<file path="config.mk">
export PLATFORM = sky130hd
export DESIGN_NAME = cvt_share_ctrl
export DESIGN_NICKNAME = d
export VERILOG_FILES = /design/src/rtl/cvt_share_ctrl.sv
export SDC_FILE = /design/constraint.sdc
export NUM_CORES = 1
export LEC_CHECK = 0
export ABC_AREA = 1
export CORE_ASPECT_RATIO = 1.1
export CORE_MARGIN = 5
export CORE_UTILIZATION = 55
export DETAILED_ROUTE_END_ITERATION = 12
export PLACE_DENSITY_LB_ADDON = 0.05
export SLEW_MARGIN = 20
export SYNTH_ARGS = -nofsm -noshare
export SYNTH_HDL_FRONTEND = slang
export SYNTH_SLANG_ARGS = --single-unit
</file>
<file path="constraint.sdc">
create_clock -name clk -period 4.9 [get_ports clk]
set_input_delay 0.735 -clock clk [delete_from_list [all_inputs] [get_ports clk]]
set_output_delay 0.735 -clock clk [all_outputs]
set_load 0.01 [all_outputs]
</file>
<file path="src/rtl/cvt_share_ctrl.sv">
// Round-robin controller sharing one float<->int conversion datapath among NUM_REQ requesters.
// One transaction in flight: grant in IDLE, settle LATENCY cycles in WAIT, hold the result in RESP.

module Floating_Point_to_Integer (
  input  logic [31:0] a,
  output logic [31:0] z
);
  logic [7:0]  e;
  logic [31:0] mag;

  // Truncates toward zero; |x| >= 2^31, Inf and NaN all give 0x80000000.
  always_comb begin
    e   = a[30:23];
    mag = {1'b1, a[22:0], 8'b0} >> (8'd158 - e);
    if (e < 8'd127)       z = '0;
    else if (e >= 8'd158) z = 32'h8000_0000;
    else                  z = a[31] ? -mag : mag;
  end
endmodule

module Integer_to_Floating_Point (
  input  logic [31:0] a,
  output logic [31:0] z
);
  logic [31:0] mag;
  logic [31:0] norm;
  logic [4:0]  lz;
  logic [30:0] base;
  logic        rnd;

  function automatic logic [4:0] clz(input logic [31:0] v);
    clz = '0;
    for (int i = 0; i < 32; i++)
      if (v[i]) clz = 5'(31 - i);
  endfunction

  // Signed input, round to nearest even; a mantissa carry ripples into the exponent.
  always_comb begin
    mag  = a[31] ? -a : a;
    lz   = clz(mag);
    norm = mag << lz;
    base = {8'd158 - {3'b0, lz}, norm[30:8]};
    rnd  = norm[7] & ((|norm[6:0]) | norm[8]);
    z    = (a == 32'd0) ? 32'd0 : {a[31], base + 31'(rnd)};
  end
endmodule

module cvt_share_ctrl #(
  parameter int NUM_REQ = 4,
  parameter int LATENCY = 2
) (
  input  logic                       clk,
  input  logic                       rst_n,
  input  logic [NUM_REQ-1:0]         req_valid,
  output logic [NUM_REQ-1:0]         req_ready,
  input  logic [NUM_REQ-1:0]         req_op,
  input  logic [32*NUM_REQ-1:0]      req_data,
  output logic [NUM_REQ-1:0]         resp_valid,
  input  logic [NUM_REQ-1:0]         resp_ready,
  output logic [31:0]                resp_data,
  output logic                       busy,
  output logic [$clog2(NUM_REQ)-1:0] grant_id,
  output logic [15:0]                done_count
);
  localparam int ID_W  = $clog2(NUM_REQ);
  localparam int SW    = ID_W + 1;
  localparam int CNT_W = $clog2(LATENCY + 1);

  typedef enum logic [1:0] {IDLE, WAIT, RESP} state_t;

  state_t            state, state_nxt;
  logic [ID_W-1:0]   rr_ptr, id_r, grant;
  logic              found, accept, resp_hs;
  logic              op_r, sel_op;
  logic [31:0]       data_r, sel_data;
  logic [CNT_W-1:0]  cnt;
  logic [31:0]       f2i_out, i2f_out, conv_out;

  // Cyclic scan starting at rr_ptr; first valid requester wins.
  always_comb begin
    logic [SW-1:0]   sum;
    logic [ID_W-1:0] idx;
    found = 1'b0;
    grant = '0;
    for (int k = 0; k < NUM_REQ; k++) begin
      sum = {1'b0, rr_ptr} + SW'(k);
      if (sum >= SW'(NUM_REQ)) sum = sum - SW'(NUM_REQ);
      idx = sum[ID_W-1:0];
      if (!found && req_valid[idx]) begin
        found = 1'b1;
        grant = idx;
      end
    end
  end

  always_comb begin
    sel_op   = 1'b0;
    sel_data = '0;
    for (int i = 0; i < NUM_REQ; i++)
      if (ID_W'(i) == grant) begin
        sel_op   = req_op[i];
        sel_data = req_data[32*i +: 32];
      end
  end

  assign accept     = (state == IDLE) && found;
  assign resp_hs    = (state == RESP) && resp_ready[id_r];
  // Gate with rst_n so no grant is visible while reset is held.
  assign req_ready  = (accept && rst_n) ? (NUM_REQ'(1) << grant) : '0;
  assign resp_valid = (state == RESP) ? (NUM_REQ'(1) << id_r) : '0;
  assign busy       = (state != IDLE);
  assign grant_id   = id_r;

  Floating_Point_to_Integer u_f2i (.a(data_r), .z(f2i_out));
  Integer_to_Floating_Point u_i2f (.a(data_r), .z(i2f_out));
  assign conv_out = op_r ? i2f_out : f2i_out;

  always_comb begin
    state_nxt = state;
    case (state)
      IDLE:    if (found) state_nxt = WAIT;
      WAIT:    if (cnt == '0) state_nxt = RESP;
      RESP:    if (resp_hs) state_nxt = IDLE;
      default: state_nxt = IDLE;
    endcase
  end

  always_ff @(posedge clk or negedge rst_n) begin
    if (!rst_n) state <= IDLE;
    else        state <= state_nxt;
  end

  // Control registers and the result register
  always_ff @(posedge clk or negedge rst_n) begin
    if (!rst_n) begin
      rr_ptr     <= '0;
      id_r       <= '0;
      cnt        <= '0;
      done_count <= '0;
      resp_data  <= '0;
    end else begin
      if (accept) begin
        id_r   <= grant;
        rr_ptr <= (grant == ID_W'(NUM_REQ - 1)) ? '0 : grant + ID_W'(1);
        cnt    <= CNT_W'(LATENCY - 1);
      end
      if (state == WAIT) begin
        if (cnt != '0) cnt <= cnt - CNT_W'(1);
        else           resp_data <= conv_out;
      end
      if (resp_hs) done_count <= done_count + 16'd1;
    end
  end

  // Operand register, loaded only on accept
  always_ff @(posedge clk) begin
    if (accept) begin
      op_r   <= sel_op;
      data_r <= sel_data;
    end
  end
endmodule

</file>
## Word level (Yosys, flattened, before mapping)

Cells that the tools add are included.
Widths: inputs -> output; s select.

- Register bits: 89
- Input bits: 142
- Logic and storage cells: 146

- $add $sub $neg: 15
- Order comparisons: 11
- Equality and inequality tests: 9
- Shift-type cells: 4
- Mux-type cells: 78
- Bitwise logic cells: 3
- Reductions and logical operators: 18

Operators with widths:

| kind | number |
|---|---|
| $mux 32 | 10 |
| $mux 5 | 32 |
| $neg 32->32 | 2 |
| $logic_not 32->1 | 1 |
| $shl 32x5->31 | 1 |
| $shr 32x8->32 | 1 |
| $add 31x1->31 | 1 |
| $mux 2 | 15 |
| $add 16x1->16 const B | 1 |
| $lt 2x3->1 const B | 5 |
| $mux 1 | 13 |
| $bmux 1 s2 | 5 |
| $sub 2x1->2 const B | 5 |
| $ge 3x3->1 const B | 3 |
| $ge 8x8->1 const B | 1 |
| $lt 8x7->1 const B | 1 |
| $mux 4 | 2 |
| $shl 1x2->4 const A | 2 |
| $sub 8x5->8 const A | 1 |
| $sub 8x8->8 const A | 1 |
| $reduce_or 7->1 | 1 |
| $add 2x2->3 const B | 2 |
| $logic_and 1x1->1 | 6 |
| $logic_not 2->1 | 3 |
| other kinds (16) | 23 |

## Longest topological paths before layout

- Word-level depth: 41
- Mapped depth: 53

## Cells and area by module

Synthesis repeated with hierarchy kept, for this count alone.

- Cells, all modules: 2196
- Area total of the unflattened synthesis: 12258.0 um^2

Modules (own cells, without submodules):

| module | instances | cells an instance | area an instance (um^2) | sequential area each (um^2) |
|---|---|---|---|---|
| cvt_share_ctrl | 1 | 685 | 5073.6 | 2392.3 |
| Integer_to_Floating_Point | 1 | 884 | 4281.6 | 0.0 |
| Floating_Point_to_Integer | 1 | 627 | 2902.8 | 0.0 |

## Worst setup path before layout

Ideal clock, no wire load.

- Path kind: reg-to-reg
- Start point: register data_r[23]
- End point: register resp_data[28]
- Library setup time: 0.077 ns
- Arrival: 4.157 ns
- Data required time: 4.823 ns
- Setup slack: 0.666 ns
- Cell stages (with the launch flop): 30
- Path through: edfxtp_1 inv_2 buf_2 ha_1 clkbuf_1 inv_1 clkbuf_1 buf_1 o21ai_0 mux2i_1 nand2_1 o21ai_0 o21ai_0 inv_2 ha_1 nand2_1 nor2_2 nand3_1 nand3b_4 nor3_4 nand3_2 o21ai_2 o21ai_2 a21oi_2 o21ai_1 a21oi_1 o21ai_1 nand3_1 inv_1 a21oi_1

- Word-level cells in the longest chain between the ends: 18

Ends and longest elaborated chain:

| what | RTL line | text |
|---|---|---|
| start, declared | 75 | `logic [31:0] data_r, sel_data;` |
| start signal, assigned | 159 | `data_r <= sel_data;` |
| $neg 32->32 | 39 | `mag = a[31] ? -a : a;` |
| $mux 32 | 39 |  |
| $mux 5 (9 in a row) | 34 | `if (v[i]) clz = 5'(31 - i);` |
| $shl 32x5->31 | 41 | `norm = mag << lz;` |
| $reduce_or 7->1 | 43 | `rnd = norm[7] & ((\|norm[6:0]) \| norm[8]);` |
| $or 1x1->1 | 43 |  |
| $and 1x1->1 | 43 |  |
| $add 31x1->31 | 44 | `z = (a == 32'd0) ? 32'd0 : {a[31], base + 31'(rnd)};` |
| $mux 32 | 44 |  |
| $mux 32 (*) | 116 | `assign conv_out = op_r ? i2f_out : f2i_out;` |
| end signal, assigned | 149 | `else resp_data <= conv_out;` |
| end, declared | 60 | `output logic [31:0] resp_data,` |

Every way passes the cells marked *; elsewhere a longest branch is shown, timed or not.
A chain may end at the register's enable or synchronous reset.

## Final worst setup path

- Start point: register data_r[0]
- End point: register resp_data[15]

- Word-level cells in the longest chain between the ends: 41

Ends and longest elaborated chain:

| what | RTL line |
|---|---|
| $neg 32->32 | 39 |
| $mux 32 | 39 |
| $mux 5 (32 in a row) | 34 |
| $shl 32x5->31 | 41 |
| $reduce_or 7->1 | 43 |
| $or 1x1->1 | 43 |
| $and 1x1->1 | 43 |
| $add 31x1->31 | 44 |
| $mux 32 | 44 |
| $mux 32 (*) | 116 |

Marks and branches as above.

==> metrics.cfg <==
[outcome]
status=complete, but fails checks
violations=negative setup slack

[routing]
route.detailed.drc=0
post_drt_wl_per_cell_um=18.1
vias=14260
final_antenna_net_count=0
drt-total-wl_um=43100
drt_iter0_drc=1652
dr.pass1.iters=6
via_per_inst=6.00

[synthesis]
ys_seq_area_share_pct=21.4
synth-main-ff-cell=dfrtp_1
yosysTopAreaCellShare_pct=15.8
netlist_area_um2=11200
synth_top_area_cell=nand2_1
synth_cell_type_count=57
synthesis.nets=2033
synth-seq-cells=89
synth_edf_count=33
avgSynthCellArea_um2=5.97
async_reset_ff_share_pct=62.9
synthCells=1878
ys.warnings.count=0
ys_top_cells_by_area=nand2_1 (16%), nand3_1 (13%), dfrtp_1 (13%), edfxtp_1 (8.8%), nor2_1 (8.1%)

[placement]
io_buffers=200
routabilityCongestion=1.03
hpwl_um=31900

[timing]
min_period_ps=4920
skew_ps=19.7
rsz0062_at_grt=yes
timing.hold.ws_ps=505
layout_setup_ws_ps=-24.7
fmax_ghz=0.203
hold_viol_final=0
relSlewSlack_pct=50.0
final_max_slew_viol_count=0
worst_pin_slew_ps=750
fin_crit_sh_pct=101
setup_viol=2

[worst_hold_path]
hold_end=done_count[14]$_DFFE_PN0P_
hold_depth=1
hp-class=register to register
hold_start=done_count[14]$_DFFE_PN0P_

[die]
ios=201
initial_utilization_pct=56.2
dieArea_um2=23300
rows=54
fp.dieW_um=146
core_area_um2=19900
dieHeight_um=160

[global_route]
grt_max_degree=67
antenna_found_initial=0
grt_pass1_vias=12873
grt_pass1_wl_um=63100
gr-total-overflow=0
grt_usage_pct=32.6

[clock_tree]
clk_latency_ps=370
cts_buffer_depth=2
clock_sinks=89
cts_tree=built
cts_root_buf=clkbuf_16
cts_buffers=9
htreeDepth=3
clkTransAtPathRegs_ps=80

[critical_path]
crit_type=register to register
crit-reg2reg-launch=data_r[0]$_DFFE_PP_
rrSetupSlack_ps=-20
reg2reg_depth=47
slowest_delay_ps=430
critPathCaptureType=register
rr_endpoint=resp_data[15]$_DFFE_PN0P_
path_common_cell=nand2_1
critPathMaxFanout=8
startpoint_type=register
slowest_stage=edfxtp_1
cp.required_ps=5190
arrival_ps=5220

[cells_and_area]
fin_nets=2275
diodes=0
multi_input_area_um2=8480
layout_common_cells=nand2_1 (413), nand3_1 (227), nor2_1 (221)
regArea_um2=2390
fillers=1554
layout-drive-gt1-share_pct=19.7
syn2layout_area_growth_pct=37.6
final_common_cell=nand2_1

[job]
maxCapViolCount=0

[flip-flops by register name (all words and copies together) (netlist names)]
| register | flops |
|---|---|
| data_r | 32 |
| cnt | 2 |
| state | 2 |
| rr_ptr | 2 |
| resp_data | 32 |
| op_r | 1 |
| grant_id | 2 |
| done_count | 16 |
[layer usage]
layer,vias up,routed length (um),global-route usage (%)
li1,6721,-,-
met1,6445,16200,40.2
met2,889,20500,54.9
met3,205,3820,4.88
met4,0,2700,17.8
met5,-,0,0
[cells in the mapped netlist, types with 8 or more instances]
cell and count:
nand2_1 472, nand3_1 281, nor2_1 242, inv_1 177, o21ai_0 106, a21oi_1 58
dfrtp_1 56, clkbuf_1 54, xor2_1 35, o31ai_1 34, a221oi_1 33, edfxtp_1 33
nor3_1 25, o21ai_1 23, inv_2 22, buf_2 19, a31oi_1 18, nand4_1 16
ha_1 13, nand3_2 13, mux2i_1 12, buf_1 10, or2_2 10, nor2_4 9
buf_4 8, buf_6 8, nand2_2 8
[worst max-delay path, delay by kind of cell, from the launching register on]
family,cells,cell delay [ps]
flops,1,430
buf+inv,5,600
fa+ha+maj,1,160
simple gates,40,3510
compound gates,1,150
[layout make-up]
| cell class | instances | share of cell area (%) |
|---|---|---|
| clock buffer | 9 | 1.46 |
| clock inverter | 7 | 0.454 |
| sequential | 89 | 15.5 |
| timing repair buffer | 329 | 20.3 |
| multi-input combinational | 1483 | 55.0 |
| inverter | 207 | 5.12 |
| timing repair inverter | 1 | 0.0406 |
| tap | 252 | 2.05 |
[through the flow]
stage          worst slack (ps)  setup TNS (ps)  util, %  area, um^2  std cells
4_1_cts                    16.3               0     69.6       13900       2316
2_1_floorplan               666               0        -       11200       1878
5_1_grt                    -444           -8820     77.4       15400       2377
3_5_place_dp                101               0     68.1       13600       2300
6_report                  -24.7           -31.8     77.4       15400       2377
3_3_place_gp                126               0     68.1       13600       2300
[logic make-up after synthesis]
group	count (synthesis)	share of synthesized area, %
flops	89	21.4
compound gates	296	16.0
simple gates	1115	44.8
mux	13	1.17
fa+ha+maj	13	1.45
buf+inv	306	11.3
xor+xnor	46	3.93
[worst max-delay path by stage]
| stage | slack (ps) | endpoint | start | depth (start not counted) |
|---|---|---|---|---|
| after detailed placement | 100 | resp_data[17]$_DFFE_PN0P_ | data_r[1]$_DFFE_PP_ | 38 |
| final | -20 | resp_data[15]$_DFFE_PN0P_ | data_r[0]$_DFFE_PP_ | 47 |
| after CTS | 20 | resp_data[17]$_DFFE_PN0P_ | data_r[0]$_DFFE_PP_ | 38 |
| after global routing | -440 | resp_data[26]$_DFFE_PN0P_ | data_r[0]$_DFFE_PP_ | 48 |
| after global placement | 130 | resp_data[25]$_DFFE_PN0P_ | data_r[1]$_DFFE_PP_ | 31 |
| after floorplan | 670 | resp_data[28]$_DFFE_PN0P_ | data_r[23]$_DFFE_PP_ | 29 |
[what timing repair did]
item,4_1_cts,5_1_grt
buffers inserted,0,57
hold buffers,0,0
resized for setup,0,260
setup endpoints to repair,0,30
Power is not shown: default switching activity piles up to over one toggle a cycle in this logic, so the estimate is an artifact.
